[config.mk]
export PLATFORM = sky130hd
export DESIGN_NAME = jtbubl_objdraw
export DESIGN_NICKNAME = d
export VERILOG_FILES = /design/src/rtl/jtbubl_objdraw.sv
export SDC_FILE = /design/constraint.sdc
export NUM_CORES = 1
export LEC_CHECK = 0
export ABC_AREA = 1
export CAP_MARGIN = 20
export CORE_ASPECT_RATIO = 0.8
export CORE_MARGIN = 10
export CORE_UTILIZATION = 54
export CTS_CLUSTER_DIAMETER = 200
export DETAILED_ROUTE_END_ITERATION = 6
export PLACE_DENSITY = 0.81
export SYNTH_ARGS = -nofsm -noshare
export SYNTH_HDL_FRONTEND = slang
export SYNTH_SLANG_ARGS = --single-unit
[constraint.sdc]
create_clock -name clk -period 5.6 [get_ports clk]
set_input_delay 1.12 -clock clk [delete_from_list [all_inputs] [get_ports clk]]
set_output_delay 1.12 -clock clk [all_outputs]
set_load 0.02 [all_outputs]
[src/rtl/jtbubl_objdraw.sv]
// Tile-row object drawer: fetches 32-bit pixel words from ROM and writes
// {pal, pen} pixels into a line buffer, 8 or 16 pixels per request.
module jtbubl_objdraw #(
  parameter int unsigned CW         = 10,
  parameter int unsigned PW         = 4,
  parameter int unsigned XW         = 9,
  parameter int unsigned TILEW      = 8,
  parameter int unsigned VW         = 3,
  parameter int unsigned TRANSP_EN  = 1,
  parameter logic [3:0]  TRANSP_PEN = 4'hF,
  localparam int unsigned RW        = CW + VW + ((TILEW == 16) ? 1 : 0)
) (
  input  logic          clk,
  input  logic          rst,
  input  logic          abort,
  input  logic          draw,
  input  logic [CW-1:0] code,
  input  logic [XW-1:0] xpos,
  input  logic [VW-1:0] ysub,
  input  logic          hflip,
  input  logic          vflip,
  input  logic [PW-1:0] pal,
  output logic          busy,
  output logic          done,
  output logic [RW-1:0] rom_addr,
  output logic          rom_cs,
  input  logic          rom_ok,
  input  logic [31:0]   rom_data,
  output logic [XW-1:0] buf_addr,
  output logic [PW+3:0] buf_data,
  output logic          buf_we
);

  localparam bit SKIP_EN = (TRANSP_EN != 0);

  typedef enum logic [1:0] {ST_IDLE, ST_GUARD, ST_WAIT, ST_DRAW} state_t;

  state_t        state, state_nxt;
  logic [2:0]    cnt, cnt_nxt;
  logic          half, half_nxt;
  logic [31:0]   word, word_nxt;
  logic [XW-1:0] xbase, xbase_nxt;
  logic [PW-1:0] pal_r, pal_nxt;
  logic          hflip_r, hflip_nxt;
  logic          busy_nxt, done_nxt, rom_cs_nxt, buf_we_nxt;
  logic [RW-1:0] rom_addr_nxt, req_addr;
  logic [XW-1:0] buf_addr_nxt;
  logic [PW+3:0] buf_data_nxt;
  logic [VW-1:0] row;
  logic [31:0]   src;
  logic [2:0]    idx, pix;
  logic [3:0]    pen;
  logic          visible;
  logic          last_half;

  // Pen of unflipped pixel p: four bit-planes spaced 4 bits apart, upper
  // four pixels live in the upper 16 bits of the word.
  function automatic logic [3:0] pen_of(input logic [31:0] w, input logic [2:0] p);
    logic [4:0] base;
    base   = {p[2], 2'b00, p[1:0]};
    pen_of = {w[base], w[base + 5'd4], w[base + 5'd8], w[base + 5'd12]};
  endfunction

  assign row = ysub ^ {VW{vflip}};

  generate
    if (TILEW == 16) begin : g_w16
      assign req_addr = {code, row, hflip};
    end else begin : g_w8
      assign req_addr = {code, row};
    end
  endgenerate

  // Pixel 0 comes straight from the bus on the capture cycle, later ones from the held word.
  assign src       = (state == ST_WAIT) ? rom_data : word;
  assign idx       = (state == ST_WAIT) ? 3'd0 : cnt + 3'd1;
  assign pix       = hflip_r ? ~idx : idx;
  assign pen       = pen_of(src, pix);
  assign visible   = !(SKIP_EN && (pen == TRANSP_PEN));
  assign last_half = (TILEW != 16) || half;

  // State register
  always_ff @(posedge clk or posedge rst) begin
    if (rst) state <= ST_IDLE;
    else     state <= state_nxt;
  end

  // Next-state logic
  always_comb begin
    state_nxt = state;
    if (abort) begin
      state_nxt = ST_IDLE;
    end else begin
      case (state)
        ST_IDLE:  if (draw) state_nxt = ST_GUARD;
        ST_GUARD: state_nxt = ST_WAIT;
        ST_WAIT:  if (rom_ok) state_nxt = ST_DRAW;
        ST_DRAW:  if (cnt == 3'd7) state_nxt = last_half ? ST_IDLE : ST_GUARD;
        default:  state_nxt = ST_IDLE;
      endcase
    end
  end

  // Output and datapath next values
  always_comb begin
    cnt_nxt      = cnt;
    half_nxt     = half;
    word_nxt     = word;
    xbase_nxt    = xbase;
    pal_nxt      = pal_r;
    hflip_nxt    = hflip_r;
    busy_nxt     = busy;
    done_nxt     = 1'b0;
    rom_cs_nxt   = rom_cs;
    rom_addr_nxt = rom_addr;
    buf_we_nxt   = 1'b0;
    buf_addr_nxt = buf_addr;
    buf_data_nxt = buf_data;
    if (abort) begin
      busy_nxt   = 1'b0;
      rom_cs_nxt = 1'b0;
    end else begin
      case (state)
        ST_IDLE: begin
          if (draw) begin
            xbase_nxt    = xpos;
            pal_nxt      = pal;
            hflip_nxt    = hflip;
            half_nxt     = 1'b0;
            busy_nxt     = 1'b1;
            rom_cs_nxt   = 1'b1;
            rom_addr_nxt = req_addr;
          end
        end
        ST_WAIT: begin
          if (rom_ok) begin
            word_nxt     = rom_data;
            rom_cs_nxt   = 1'b0;
            cnt_nxt      = 3'd0;
            buf_addr_nxt = xbase + XW'({half, 3'b000});
            buf_data_nxt = {pal_r, pen};
            buf_we_nxt   = visible;
          end
        end
        ST_DRAW: begin
          if (cnt == 3'd7) begin
            if (last_half) begin
              busy_nxt = 1'b0;
              done_nxt = 1'b1;
            end else begin
              // Second word of a 16-pixel row is the other half of the pair.
              half_nxt     = 1'b1;
              rom_cs_nxt   = 1'b1;
              rom_addr_nxt = {rom_addr[RW-1:1], ~rom_addr[0]};
            end
          end else begin
            cnt_nxt      = cnt + 3'd1;
            buf_addr_nxt = buf_addr + XW'(1);
            buf_data_nxt = {pal_r, pen};
            buf_we_nxt   = visible;
          end
        end
        default: ;
      endcase
    end
  end

  // Datapath and output registers
  always_ff @(posedge clk or posedge rst) begin
    if (rst) begin
      cnt      <= '0;
      half     <= 1'b0;
      word     <= '0;
      xbase    <= '0;
      pal_r    <= '0;
      hflip_r  <= 1'b0;
      busy     <= 1'b0;
      done     <= 1'b0;
      rom_cs   <= 1'b0;
      rom_addr <= '0;
      buf_we   <= 1'b0;
      buf_addr <= '0;
      buf_data <= '0;
    end else begin
      cnt      <= cnt_nxt;
      half     <= half_nxt;
      word     <= word_nxt;
      xbase    <= xbase_nxt;
      pal_r    <= pal_nxt;
      hflip_r  <= hflip_nxt;
      busy     <= busy_nxt;
      done     <= done_nxt;
      rom_cs   <= rom_cs_nxt;
      rom_addr <= rom_addr_nxt;
      buf_we   <= buf_we_nxt;
      buf_addr <= buf_addr_nxt;
      buf_data <= buf_data_nxt;
    end
  end

endmodule

Word-level counts from Yosys, hierarchy flattened
Index checks and enable logic that the tools add are counted.
Widths: inputs -> output; s select.
Operators by class
  equality and inequality tests: 10
  bitwise logic cells: 3
  mux-type cells: 39
  add/sub/neg operators: 5
  reductions and logical operators: 11
  magnitude comparators: 4
Operators by type and width (count)
  $mux 32: 1
  $lt 5x6->1 const B: 4
  $mux 9: 2
  $pmux 9 s2: 1
  $mux 8: 2
  $pmux 8 s2: 1
  $bmux 1 s5: 3
  $mux 1: 15
  $reduce_and 3->1: 5
  $mux 3: 4
  $add 5x4->5 const B: 2
  $add 9x1->9 const B: 1
  $ne 3x3->1 const B: 3
  $mux 2: 4
  $pmux 2 s4: 1
  $pmux 1 s2: 3
  $pmux 3 s2: 1
  $reduce_bool 3->1: 2
  $add 5x3->5 const B: 1
  $eq 2x2->1 const B: 2
  $eq 4x4->1 const B: 1
  $ne 2x2->1 const B: 2
  $reduce_and 4->1: 1
  $add 3x1->3 const B: 1
  9 further kinds: 9
Word-level totals
  register bits after elaboration: 85

Longest topological paths before layout
Gate-level depths: netlist of run 1.
  depth in word-level cells: 12
  mapped depth: 15

Least setup slack after synthesis of run 1
OpenSTA, ideal clock, no wires.
  path type: input -> register
  start: input port rom_ok
  end: register cnt[2]
  slack: 3.538 ns
  setup time: 0.122 ns
  data arrival time: 1.941 ns
  stages: 5
  cells stage by stage: inv_1 a21oi_2 nand3_2 clkbuf_1 a32o_1
Between the ends
  longest elaborated chain between the ends: 2
Ends and longest elaborated chain
  from (decl): RTL line 27  | input logic rom_ok,
  $ne 2x2->1 (no source line)
  $reduce_and 4->1 (no source line)
  to (signal assigned): RTL line 185  | cnt <= cnt_nxt;
  to (decl): RTL line 39  | logic [2:0] cnt, cnt_nxt;
No other way between the ends.
A chain may end at the register's enable or synchronous reset.

Final worst setup path of run 1
  start: input port abort
  end: register rom_addr[2]
Between the ends
  longest elaborated chain between the ends: 2
Ends and longest elaborated chain
  from (decl): RTL line 15  | input logic abort,
  $not 1->1 (no source line)
  $reduce_and 3->1 (no source line)
  to (signal assigned): RTL line 194  | rom_addr <= rom_addr_nxt;
  to (decl): RTL line 25  | output logic [RW-1:0] rom_addr,
No other way between the ends.

==> impl_metrics.sql, run 1 <==
INSERT INTO impl_metrics (metric_group, metric, value, unit) VALUES
('status', 'result_of_the_run', 'completed', ''),
('cts', 'worstSkewPairLatency', '0.36', 'ns'),
('setup_path', 'cp_data_required_time', '5.87', 'ns'),
('synthesis', 'yosys.area_share.xor_xnor', '1.21', '%'),
('run', 'maxcap_violations', '0', ''),
('setup_path', 'crit_path_max_fanout', '28', ''),
('grt', 'grt_start_max_net_pins', '65', ''),
('synthesis', 'edff_count_synth', '0', ''),
('synthesis', 'synth_seq_area_share', '49.0', '%'),
('grt', 'grt_use_total', '18.9', '%'),
('finish', 'nNetsFinal', '732', ''),
('timing', 'max_freq', '328', 'MHz'),
('cts', 'cts_max_level', '3', ''),
('cts', 'postCtsSetupRepairBufs', '0', ''),
('synthesis', 'netlist-cell-type-count', '32', ''),
('floorplan', 'row_count', '29', ''),
('cts', 'number_of_gates_resized_after_cts', '0', ''),
('power_and_ir_drop', 'power.density_cell_area', '529', 'mW/mm^2'),
('synthesis', 'async_reset_ff_share', '100', '%'),
('synthesis', 'synth_commonest_cells', '232 x sky130_fd_sc_hd__nand2_1, 85 x sky130_fd_sc_hd__dfrtp_1, 45 x sky130_fd_sc_hd__nand3_1', ''),
('floorplan', 'chipWidth', '120', 'um'),
('synthesis', 'synthesis.area', '0.00434', 'sq mm'),
('timing', 'post-route-worst-setup-slack', '2.55', 'ns'),
('floorplan', 'core_area', '0.00787', 'sq mm'),
('setup_path', 'timing_worst_setup_path_type', 'in2reg', ''),
('place', 'place.gp.congestion', '0.907', ''),
('place', 'placement.io_buffers', '98', ''),
('synthesis', 'compound_gate_portion_of_the_synthesized_area', '10.7', '%'),
('synthesis', 'postSynthCellCount', '574', ''),
('cts', 'clkTransAtPathRegs', '0.08', 'ns'),
('routing', 'post_drt_via_cell_ratio', '5.23', ''),
('finish', 'final_layout_size_suffix_gt1_share', '4.98', '%'),
('finish', 'syn_to_final_growth', '26.9', '%'),
('cts', 'root_buffer', 'sky130_fd_sc_hd__clkbuf_8', ''),
('timing', 'setup_viol', '0', ''),
('floorplan', 'chip_height', '100', 'um'),
('timing', 'finalHoldWorstSlack', '0.472', 'ns'),
('timing', 'slew_headroom', '30.7', '%'),
('grt', 'number_of_global_route_vias_before_repair', '3888', ''),
('hold_path', 'worst_hold_path_type', 'reg2reg', ''),
('power_and_ir_drop', 'peakVddDrop', '0.254', 'mV'),
('power_and_ir_drop', 'netSwitchingPower', '1280', 'uW'),
('timing', 'tightestPinTransition', '1.04', 'ns'),
('routing', 'antenna_left', '0', ''),
('grt', 'grt_pass1_wl', '18800', 'um'),
('finish', 'antenna_cells_inserted', '0', ''),
('floorplan', 'start_util', '55.2', '%'),
('grt', 'antenna_found_initial', '0', ''),
('routing', 'drt-wirelength-per-cell', '14.6', 'um'),
('synthesis', 'synth_top_area_share', '49.0', '%'),
('routing', 'drt_pre_antenna_iters', '5', ''),
('cts', 'clock_path_buffers', '2', ''),
('routing', 'wl', '11300', 'um'),
('synthesis', 'syn-num-nets', '646', ''),
('finish', 'utilization', '70.0', '%'),
('floorplan', 'die_area', '0.0121', 'sq mm'),
('synthesis', 'ys_dominant_reg_cell', 'sky130_fd_sc_hd__dfrtp_1', ''),
('synthesis', 'synth_top_family_by_area', 'simple AND/OR/NAND/NOR gates', ''),
('setup_path', 'arrival', '3.32', 'ns'),
('routing', 'via_count', '4032', ''),
('power_and_ir_drop', 'power_report.internal_total', '1630', 'uW'),
('timing', 'finalClockSkew', '0.00964', 'ns'),
('power_and_ir_drop', 'combinationalPowerShare', '50.8', '%'),
('place', 'dp_worst_setup_slack', '2.07', 'ns'),
('setup_path', 'timing.critical_path.to_type', 'flop', ''),
('synthesis', 'synth_fa_ha_area_share', '2.02', '%'),
('timing', 'rsz_0062_raised_after_global_routing', 'no', ''),
('synthesis', 'synth.mux.area_fraction', '0', '%'),
('power_and_ir_drop', 'clockPowerShare', '12.8', '%'),
('cts', 'ctsHoldBuffers', '0', ''),
('power_and_ir_drop', 'totalPowerFinal', '2910', 'uW');
==> state kept, by name, indices dropped and copies added (netlist names) <==
name / count
cnt: 3
word: 32
xbase: 9
buf_data: 8
rom_addr: 13
buf_addr: 9
state: 2
done: 1
buf_we: 1
hflip_r: 1
busy: 1
rom_cs: 1
pal_r: 4
==> critical path, stage by stage <==
cell                              delay, ns
sky130_fd_sc_hd__clkdlybuf4s50_1       0.53
sky130_fd_sc_hd__nor3_4                0.89
sky130_fd_sc_hd__inv_2                 0.45
sky130_fd_sc_hd__o21ai_0               0.30
==> power by group through the flow <==
| stage | logic [uW] | clock network, uW | registers (uW) |
|---|---|---|---|
| 2_1_floorplan | 866 | 0 | 1170 |
| 3_3_place_gp | 1420 | 0 | 1060 |
| 4_1_cts | 1470 | 376 | 1060 |
| 3_5_place_dp | 1460 | 0 | 1070 |
| 5_1_grt | 1650 | 407 | 1090 |
| 6_report | 1480 | 374 | 1060 |
==> logic make-up after synthesis <==
kind of cell / count (synthesis)
compound gates: 84
xor+xnor: 6
fa+ha+maj: 7
buf+inv: 75
flops: 85
simple gates: 317
==> stage by stage <==
step	instance area, sq um	std cells
CTS	5510	771
global placement	5360	757
detailed placement	5360	757
global route	5510	771
floorplan	4340	574
finish	5510	771
==> layout by cell type, fill, tap and decap left out, types with 2 or more instances in the layout <==
| cell type | count |
|---|---|
| sky130_fd_sc_hd__nor2_1 | 31 |
| sky130_fd_sc_hd__o22ai_1 | 3 |
| sky130_fd_sc_hd__clkinvlp_4 | 3 |
| sky130_fd_sc_hd__clkdlybuf4s50_1 | 98 |
| sky130_fd_sc_hd__clkbuf_8 | 9 |
| sky130_fd_sc_hd__ha_1 | 7 |
| sky130_fd_sc_hd__dfrtp_1 | 85 |
| sky130_fd_sc_hd__nand2_1 | 232 |
| sky130_fd_sc_hd__clkinv_2 | 3 |
| sky130_fd_sc_hd__xor2_1 | 3 |
| sky130_fd_sc_hd__inv_1 | 41 |
| sky130_fd_sc_hd__buf_4 | 3 |
| sky130_fd_sc_hd__a21oi_1 | 22 |
| sky130_fd_sc_hd__nand2_4 | 2 |
| sky130_fd_sc_hd__a31oi_1 | 5 |
| sky130_fd_sc_hd__inv_2 | 6 |
| sky130_fd_sc_hd__xnor2_1 | 3 |
| sky130_fd_sc_hd__nand3_1 | 45 |
| sky130_fd_sc_hd__o21ai_0 | 43 |
| sky130_fd_sc_hd__o21ai_1 | 2 |
| sky130_fd_sc_hd__o21a_1 | 4 |
==> final timing paths <==
kind	end	from	cells after the start	slack [ns]
worst max-delay path	rom_addr[2]$_DFFE_PP0P_	abort	4	2.55
worst min-delay path	buf_data[4]$_DFFE_PP0P_	pal_r[0]$_DFFE_PP0P_	2	0.47
worst max register to register	word[4]$_DFFE_PP0P_	state[0]$_DFFE_PP0P_	9	3.02
worst min register to register	buf_data[4]$_DFFE_PP0P_	pal_r[0]$_DFFE_PP0P_	2	0.47
max in group asynchronous	xbase[7]$_DFFE_PP0P_	rst	3	3.44
min in group asynchronous	rom_addr[11]$_DFFE_PP0P_	rst	2	1.04
==> area by class of cell <==
class	instances	area, sq um
timing repair buffer	101	1000
fill	652	2360
multi-input combinational	414	1900
sequential	85	2130
tap	108	135
clock inverter	4	27.5
inverter	49	186
clock buffer	10	128
==> metal layers <==
| metal | global-route usage [%] | wire length, um | vias up |
|---|---|---|---|
| met2 | 28.0 | 5070 | 148 |
| met5 | 0 | 0 | - |
| met3 | 6.06 | 987 | 11 |
| li1 | - | - | 1989 |
| met4 | 4.63 | 96 | 0 |
| met1 | 26.1 | 5130 | 1884 |
No activity file was read; power rests on OpenSTA's default activity.
==> inputs of run 2 (changes only) <==
--- a/config.mk
+++ b/config.mk
@@ -9,10 +9,10 @@
 export CAP_MARGIN = 20
 export CORE_ASPECT_RATIO = 0.8
 export CORE_MARGIN = 10
-export CORE_UTILIZATION = 54
+export CORE_UTILIZATION = 46
 export CTS_CLUSTER_DIAMETER = 200
 export DETAILED_ROUTE_END_ITERATION = 6
-export PLACE_DENSITY = 0.81
+export PLACE_DENSITY = 0.73
 export SYNTH_ARGS = -nofsm -noshare
 export SYNTH_HDL_FRONTEND = slang
 export SYNTH_SLANG_ARGS = --single-unit
==> constraint.sdc (replaced) <==
create_clock -name clk -period 2.6 [get_ports clk]
set_input_delay 0.52 -clock clk [delete_from_list [all_inputs] [get_ports clk]]
set_output_delay 0.52 -clock clk [all_outputs]
set_load 0.02 [all_outputs]
==> run 2 against run 1 <==
Net effect:
- first-iteration DRC count fell by 14%
- combinational power rose by 110%
- global-route usage fell by 2.3 points
- utilization fell by 7.6 points
- critical path depth rose by 4
- die area rose by 14%
- non-clock buffer count rose by 4
- via count fell by 1.8%
- final cell count rose by 1.7%
- critical path type is now reg2reg
- largest cell class unchanged
==> impl_metrics.sql, run 2 (synthesis gave the netlist of run 1 again) <==
INSERT INTO impl_metrics (metric_group, metric, value, unit) VALUES
('status', 'result_of_the_run', 'completed', ''),
('finish', 'final_layout_size_suffix_gt1_share', '5.83', '%'),
('floorplan', 'chipWidth', '129', 'um'),
('timing', 'rsz_0062_raised_after_global_routing', 'no', ''),
('floorplan', 'row_count', '31', ''),
('floorplan', 'core_area', '0.00911', 'sq mm'),
('timing', 'slew_headroom', '53.5', '%'),
('finish', 'utilization', '62.4', '%'),
('finish', 'final-instance-count-excl-fill', '784', ''),
('place', 'placedInstanceArea', '0.00541', 'sq mm'),
('routing', 'antenna_left', '0', ''),
('hold_path', 'worst_hold_path_type', 'reg2reg', ''),
('grt', 'grt_use_total', '16.6', '%'),
('finish', 'layout.cell_area.non_filler', '0.00569', 'sq mm'),
('setup_path', 'crit_chain', 'inv_1 > ha_1 > nor2_1 > a21oi_2 > nand3_2 > inv_2 > o21ai_0 > o21ai_1', ''),
('routing', 'via_count', '3960', ''),
('power_and_ir_drop', 'power.density_cell_area', '1170', 'mW/mm^2'),
('setup_path', 'timing_worst_setup_path_type', 'reg2reg', ''),
('finish', 'nNetsFinal', '736', ''),
('cts', 'postCtsSetupRepairBufs', '0', ''),
('finish', 'most-common-layout-cells', '232 x sky130_fd_sc_hd__nand2_1, 98 x sky130_fd_sc_hd__clkdlybuf4s50_1, 85 x sky130_fd_sc_hd__dfrtp_1', ''),
('cts', 'tritoncts_num_sinks', '85', ''),
('finish', 'largest_register', 'word', ''),
('timing', 'finalHoldViolCount', '0', ''),
('setup_path', 'cpLargestDelayFamily', 'compound AO/OA/AOI/OAI gates', ''),
('routing', 'wl', '11400', 'um'),
('timing', 'timing_max_transition_violations_final', '0', ''),
('grt', 'grt_pass1_wl', '19100', 'um'),
('finish', 'seqCellArea', '0.00213', 'sq mm'),
('cts', 'root_buffer', 'sky130_fd_sc_hd__clkbuf_16', ''),
('cts', 'worstSkewPairLatency', '0.33', 'ns'),
('routing', 'drt-wirelength-per-cell', '14.5', 'um'),
('run', 'maxcap_violations', '0', ''),
('timing', 'finalClockSkew', '0.00436', 'ns'),
('setup_path', 'cp_data_required_time', '2.85', 'ns'),
('routing', 'route.detailed.drc', '0', ''),
('finish', 'fillerInstances', '814', ''),
('cts', 'clkTransAtPathRegs', '0.06', 'ns'),
('routing', 'post_drt_via_cell_ratio', '5.05', ''),
('grt', 'grt_start_max_net_pins', '86', ''),
('cts', 'clock_tree_from_tritoncts', 'built', ''),
('setup_path', 'arrival', '2.45', 'ns'),
('timing', 'setup_total_negative_slack', '0', 'ns'),
('place', 'place.gp.congestion', '0.899', ''),
('cts', 'number_of_gates_resized_after_cts', '0', ''),
('timing', 'setup_viol', '0', ''),
('floorplan', 'chip_height', '107', 'um'),
('cts', 'clock_path_buffers', '2', ''),
('timing', 'timing.final.crit_period', '2.20', 'ns'),
('routing', 'drt_pre_antenna_iters', '5', ''),
('place', 'detailed_place_hpwl', '8270', 'um'),
('floorplan', 'start_util', '47.6', '%'),
('setup_path', 'crit_path_max_fanout', '20', ''),
('setup_path', 'crit_slowest_cell', 'sky130_fd_sc_hd__ha_1', ''),
('setup_path', 'critical_path.n_buffers_inverters', '2', ''),
('finish', 'syn_to_final_growth', '31.0', '%'),
('timing', 'timing.final.crit_share', '84.7', '%'),
('routing', 'detail_route.iter0.violations', '345', ''),
('power_and_ir_drop', 'totalPowerFinal', '6660', 'uW'),
('floorplan', 'die_area', '0.0138', 'sq mm'),
('grt', 'number_of_global_route_vias_before_repair', '3878', ''),
('timing', 'tightestPinTransition', '0.692', 'ns'),
('place', 'placement.io_buffers', '98', ''),
('setup_path', 'worstSetupStartpointType', 'flop', ''),
('finish', 'antenna_cells_inserted', '0', ''),
('cts', 'cts-buffers-inserted', '9', ''),
('power_and_ir_drop', 'peakVddDrop', '0.571', 'mV'),
('floorplan', 'io_pins', '99', ''),
('finish', 'largest_register_ff_count', '32', ''),
('grt', 'overflow', '0', ''),
('cts', 'cts_max_level', '3', ''),
('setup_path', 'timing.critical_path.to_type', 'flop', ''),
('cts', 'ctsHoldBuffers', '0', ''),
('place', 'numPlacedInstances', '768', ''),
('grt', 'antenna_found_initial', '0', ''),
('finish', 'biggestRegsByFlops', 'word (32), rom_addr (13)', ''),
('timing', 'max_freq', '454', 'MHz'),
('setup_path', 'crit_path_max_incr_delay', '0.41', 'ns'),
('finish', 'total_area_of_multi_input_combinational_cells', '0.00190', 'sq mm'),
('power_and_ir_drop', 'leakage', '0.00281', 'uW'),
('finish', 'most_common_cell_after_layout_fill_and_taps_aside', 'sky130_fd_sc_hd__nand2_1', '');
## run 2: changes by cell type in the layout (fill, tap and decap cells not counted), sizes merged
cell	change
buf	+4
clkbuf	+1
clkinvlp	+1
## run 2: worst paths after layout
check	cells past startpoint	end	startpoint	slack [ns]
worst min register to register	2	word[5]$_DFFE_PP0P_	word[5]$_DFFE_PP0P_	0.47
worst min-delay path	2	word[5]$_DFFE_PP0P_	word[5]$_DFFE_PP0P_	0.47
max in group asynchronous	3	word[16]$_DFFE_PP0P_	rst	1.58
worst max register to register	8	buf_addr[2]$_DFFE_PP0P_	state[0]$_DFFE_PP0P_	0.40
worst max-delay path	8	buf_addr[2]$_DFFE_PP0P_	state[0]$_DFFE_PP0P_	0.40
min in group asynchronous	3	word[1]$_DFFE_PP0P_	rst	0.66
## run 2: worst min-delay path, delay by kind of cell (launching register included)
family           cells  cell delay (ns)
DFF                  1             0.34
and+or+nand+nor      2             0.09
## run 2: per-layer routing
metal  GRT usage (%)  part of all wire [%]  vias up
met5               0                     0        -
met4            4.21                   1.1        0
met3            5.22                   7.7       12
met2            25.0                    44      131
met1            22.5                    47     1822
li1                -                     -     1995
## run 2: area by class of cell
type | count | share of cell area, %
Tap cell | 115 | 2.53
Timing Repair Buffer | 105 | 18.4
Multi-Input combinational cell | 414 | 33.5
Clock inverter | 5 | 0.638
Sequential cell | 85 | 37.4
Inverter | 49 | 3.32
Clock buffer | 11 | 4.27
## run 2: stage by stage
step                hold WS (ns)  setup slack (ns)
floorplan                  0.437             0.831
global placement           0.454             0.484
detailed placement         0.458             0.282
CTS                        0.474             0.410
global route               0.488             0.165
finish                     0.469             0.397
## run 2: where the power goes
group          total [uW]  leakage, uW  switching [uW]  internal [uW]
registers            2300      0.00106             384           1910
logic                3180      0.00162            1890           1290
clock network        1190     0.000128             519            673
==> inputs of run 3 (changes only) <==
==> constraint.sdc (replaced) <==
create_clock -name clk -period 1.9 [get_ports clk]
set_input_delay 0.38 -clock clk [delete_from_list [all_inputs] [get_ports clk]]
set_output_delay 0.38 -clock clk [all_outputs]
set_load 0.02 [all_outputs]
==> run 3 against run 2 <==
Net effect:
- total power is 65% higher
- largest power group unchanged
- largest cell class is now multi-input gates
- critical endpoint is now buf_addr[4]$_DFFE_PP0P_
- flip-flop and latch count stayed put
- worst setup slack worse by 0.38 ns
==> impl_metrics.sql, run 3 (synthesis gave the netlist of run 1 again) <==
INSERT INTO impl_metrics (metric_group, metric, value, unit) VALUES
('status', 'result_of_the_run', 'completed', ''),
('setup_path', 'crit-reg2reg-capture', 'buf_addr[4]$_DFFE_PP0P_', ''),
('routing', 'drt-wirelength-per-cell', '15.8', 'um'),
('setup_path', 'reg2reg_from', 'state[1]$_DFFE_PP0P_', ''),
('floorplan', 'row_count', '31', ''),
('routing', 'detail_route.iter0.violations', '358', ''),
('timing', 'finalHoldViolCount', '0', ''),
('finish', 'largest_register_ff_count', '32', ''),
('setup_path', 'timing.critical_path.to_type', 'flop', ''),
('power_and_ir_drop', 'totalPowerFinal', '11000', 'uW'),
('floorplan', 'start_util', '47.6', '%'),
('routing', 'post_drt_via_cell_ratio', '5.18', ''),
('setup_path', 'worstSetupStartpointType', 'flop', ''),
('setup_path', 'rr_worst_depth', '9', ''),
('grt', 'antenna_found_initial', '0', ''),
('place', 'place.gp.congestion', '0.864', ''),
('timing', 'timing.final.crit_share', '99.3', '%'),
('cts', 'worstSkewPairLatency', '0.34', 'ns'),
('finish', 'nNetsFinal', '779', ''),
('timing', 'setup_viol', '0', ''),
('finish', 'most_common_cell_after_layout_fill_and_taps_aside', 'sky130_fd_sc_hd__nand2_1', ''),
('finish', 'biggestRegsByFlops', 'word (32), rom_addr (13)', ''),
('routing', 'antenna_left', '0', ''),
('setup_path', 'cp_data_required_time', '2.13', 'ns'),
('finish', 'largest_register', 'word', ''),
('finish', 'final_layout_size_suffix_gt1_share', '16.0', '%'),
('floorplan', 'chipWidth', '129', 'um'),
('timing', 'timing_max_transition_violations_final', '0', ''),
('floorplan', 'io_pins', '99', ''),
('grt', 'busiest_layer', 'met2', ''),
('setup_path', 'worst-r2r-setup-slack', '0.01', 'ns'),
('timing', 'setup_total_negative_slack', '0', 'ns'),
('place', 'detailed_place_hpwl', '8830', 'um'),
('power_and_ir_drop', 'leakage', '0.00311', 'uW'),
('cts', 'cts-buffers-inserted', '9', ''),
('cts', 'ctsHoldBuffers', '0', ''),
('floorplan', 'chip_height', '107', 'um'),
('cts', 'clock_path_buffers', '2', ''),
('routing', 'route.detailed.drc', '0', ''),
('cts', 'root_buffer', 'sky130_fd_sc_hd__clkbuf_16', ''),
('grt', 'use_met2', '27.3', '%'),
('cts', 'cts_max_level', '3', ''),
('routing', 'drt_pre_antenna_iters', '5', ''),
('grt', 'grt_start_max_net_pins', '86', ''),
('finish', 'antenna_cells_inserted', '0', ''),
('routing', 'via_count', '4287', ''),
('grt', 'grt_pass1_wl', '19900', 'um'),
('routing', 'wl', '13100', 'um'),
('timing', 'finalHoldWorstSlack', '0.470', 'ns'),
('finish', 'final-instance-count-excl-fill', '827', ''),
('setup_path', 'crit_path_max_fanout', '7', ''),
('timing', 'timing.final.crit_period', '1.89', 'ns'),
('grt', 'routing_usage_on_met1', '23.6', '%'),
('run', 'maxcap_violations', '0', ''),
('timing', 'slew_headroom', '68.7', '%'),
('hold_path', 'hold-path-endpoint', 'rom_addr[4]$_DFFE_PP0P_', ''),
('power_and_ir_drop', 'power.density_cell_area', '1720', 'mW/mm^2'),
('floorplan', 'die_area', '0.0138', 'sq mm'),
('timing', 'finalClockSkew', '0.00510', 'ns'),
('place', 'placement.io_buffers', '98', ''),
('hold_path', 'whs_path_depth', '2', ''),
('hold_path', 'hp-start', 'rom_addr[4]$_DFFE_PP0P_', ''),
('floorplan', 'core_area', '0.00911', 'sq mm'),
('grt', 'grt_use_total', '17.6', '%'),
('place', 'numPlacedInstances', '796', ''),
('finish', 'utilization', '70.0', '%'),
('cts', 'tritoncts_num_sinks', '85', ''),
('cts', 'clock_tree_from_tritoncts', 'built', ''),
('grt', 'gr-usage-met3', '5.12', '%'),
('cts', 'clkTransAtPathRegs', '0.06', 'ns'),
('grt', 'number_of_global_route_vias_before_repair', '4061', ''),
('timing', 'tightestPinTransition', '0.469', 'ns'),
('hold_path', 'worst_hold_path_type', 'reg2reg', ''),
('finish', 'most-common-layout-cells', '226 x sky130_fd_sc_hd__nand2_1, 98 x sky130_fd_sc_hd__clkdlybuf4s50_1, 84 x sky130_fd_sc_hd__dfrtp_1', ''),
('grt', 'overflow', '0', ''),
('setup_path', 'arrival', '2.12', 'ns'),
('power_and_ir_drop', 'peakVddDrop', '0.850', 'mV'),
('timing', 'max_freq', '530', 'MHz'),
('setup_path', 'timing_worst_setup_path_type', 'reg2reg', ''),
('finish', 'syn_to_final_growth', '47.0', '%');
run 3: cell count changes in the layout (fill, tap and decap cells not counted), sizes merged:
cell,previous run,this run
nand2,235,236
clkbuf,11,14
inv,47,48
buf,7,47
clkinvlp,4,1
bufinv,0,1
run 3: worst max-delay path, cell delays in order (launching register included):
cell and delay (ns):
sky130_fd_sc_hd__dfrtp_2 0.46, sky130_fd_sc_hd__ha_4 0.22, sky130_fd_sc_hd__buf_4 0.15, sky130_fd_sc_hd__buf_4 0.14
sky130_fd_sc_hd__a21oi_4 0.19, sky130_fd_sc_hd__nand3_4 0.12, sky130_fd_sc_hd__buf_6 0.16, sky130_fd_sc_hd__a21oi_2 0.11
sky130_fd_sc_hd__o21ai_0 0.12, sky130_fd_sc_hd__o21a_1 0.12
run 3: layer usage:
layer / share of wire [%] / vias up
li1: - / 2096
met1: 45 / 2029
met2: 46 / 145
met3: 7.9 / 17
met4: 1.4 / 0
met5: 0 / -
run 3: through the flow:
step | worst slack [ns] | area, sq um
global placement | 0.00509 | 5660
floorplan | 0.131 | 4350
finish | 0.0142 | 6380
detailed placement | -0.0862 | 5660
CTS | -0.0181 | 5980
global route | -0.0468 | 6380
run 3: worst max path at each step:
stage / slack (ns) / end / from / depth (start not counted)
6_report: 0.01 / buf_addr[4]$_DFFE_PP0P_ / state[1]$_DFFE_PP0P_ / 9
2_1_floorplan: 0.13 / buf_we$_DFF_PP0_ / cnt[0]$_DFFE_PP0P_ / 10
5_1_grt: -0.05 / buf_we$_DFF_PP0_ / state[1]$_DFFE_PP0P_ / 12
3_5_place_dp: -0.09 / buf_addr[2]$_DFFE_PP0P_ / state[0]$_DFFE_PP0P_ / 9
3_3_place_gp: 0.005 / buf_addr[2]$_DFFE_PP0P_ / abort / 6
4_1_cts: -0.02 / buf_addr[4]$_DFFE_PP0P_ / state[0]$_DFFE_PP0P_ / 10
run 3: what timing repair did:
item	in CTS	in global routing
buffers inserted	0	9
resized for setup	4	62
pin swaps	0	21
hold endpoints to repair	0	0
gates cloned	0	6
endpoints found under the setup margin	12	14
run 3: final cells by class:
type | instances | area [sq um]
tap | 115 | 144
inverter | 49 | 210
multi-input combinational | 415 | 2130
clock inverter | 4 | 56.3
clock buffer | 12 | 246
timing repair buffer | 147 | 1470
fill | 740 | 2730
sequential | 85 | 2130
run 3: report_power, final:
group	internal [uW]	switching [uW]	leakage, uW
Clock	1070	733	0.000147
Sequential	2620	521	0.00106
Combinational	2700	3330	0.00191
Total	6380	4580	0.00311
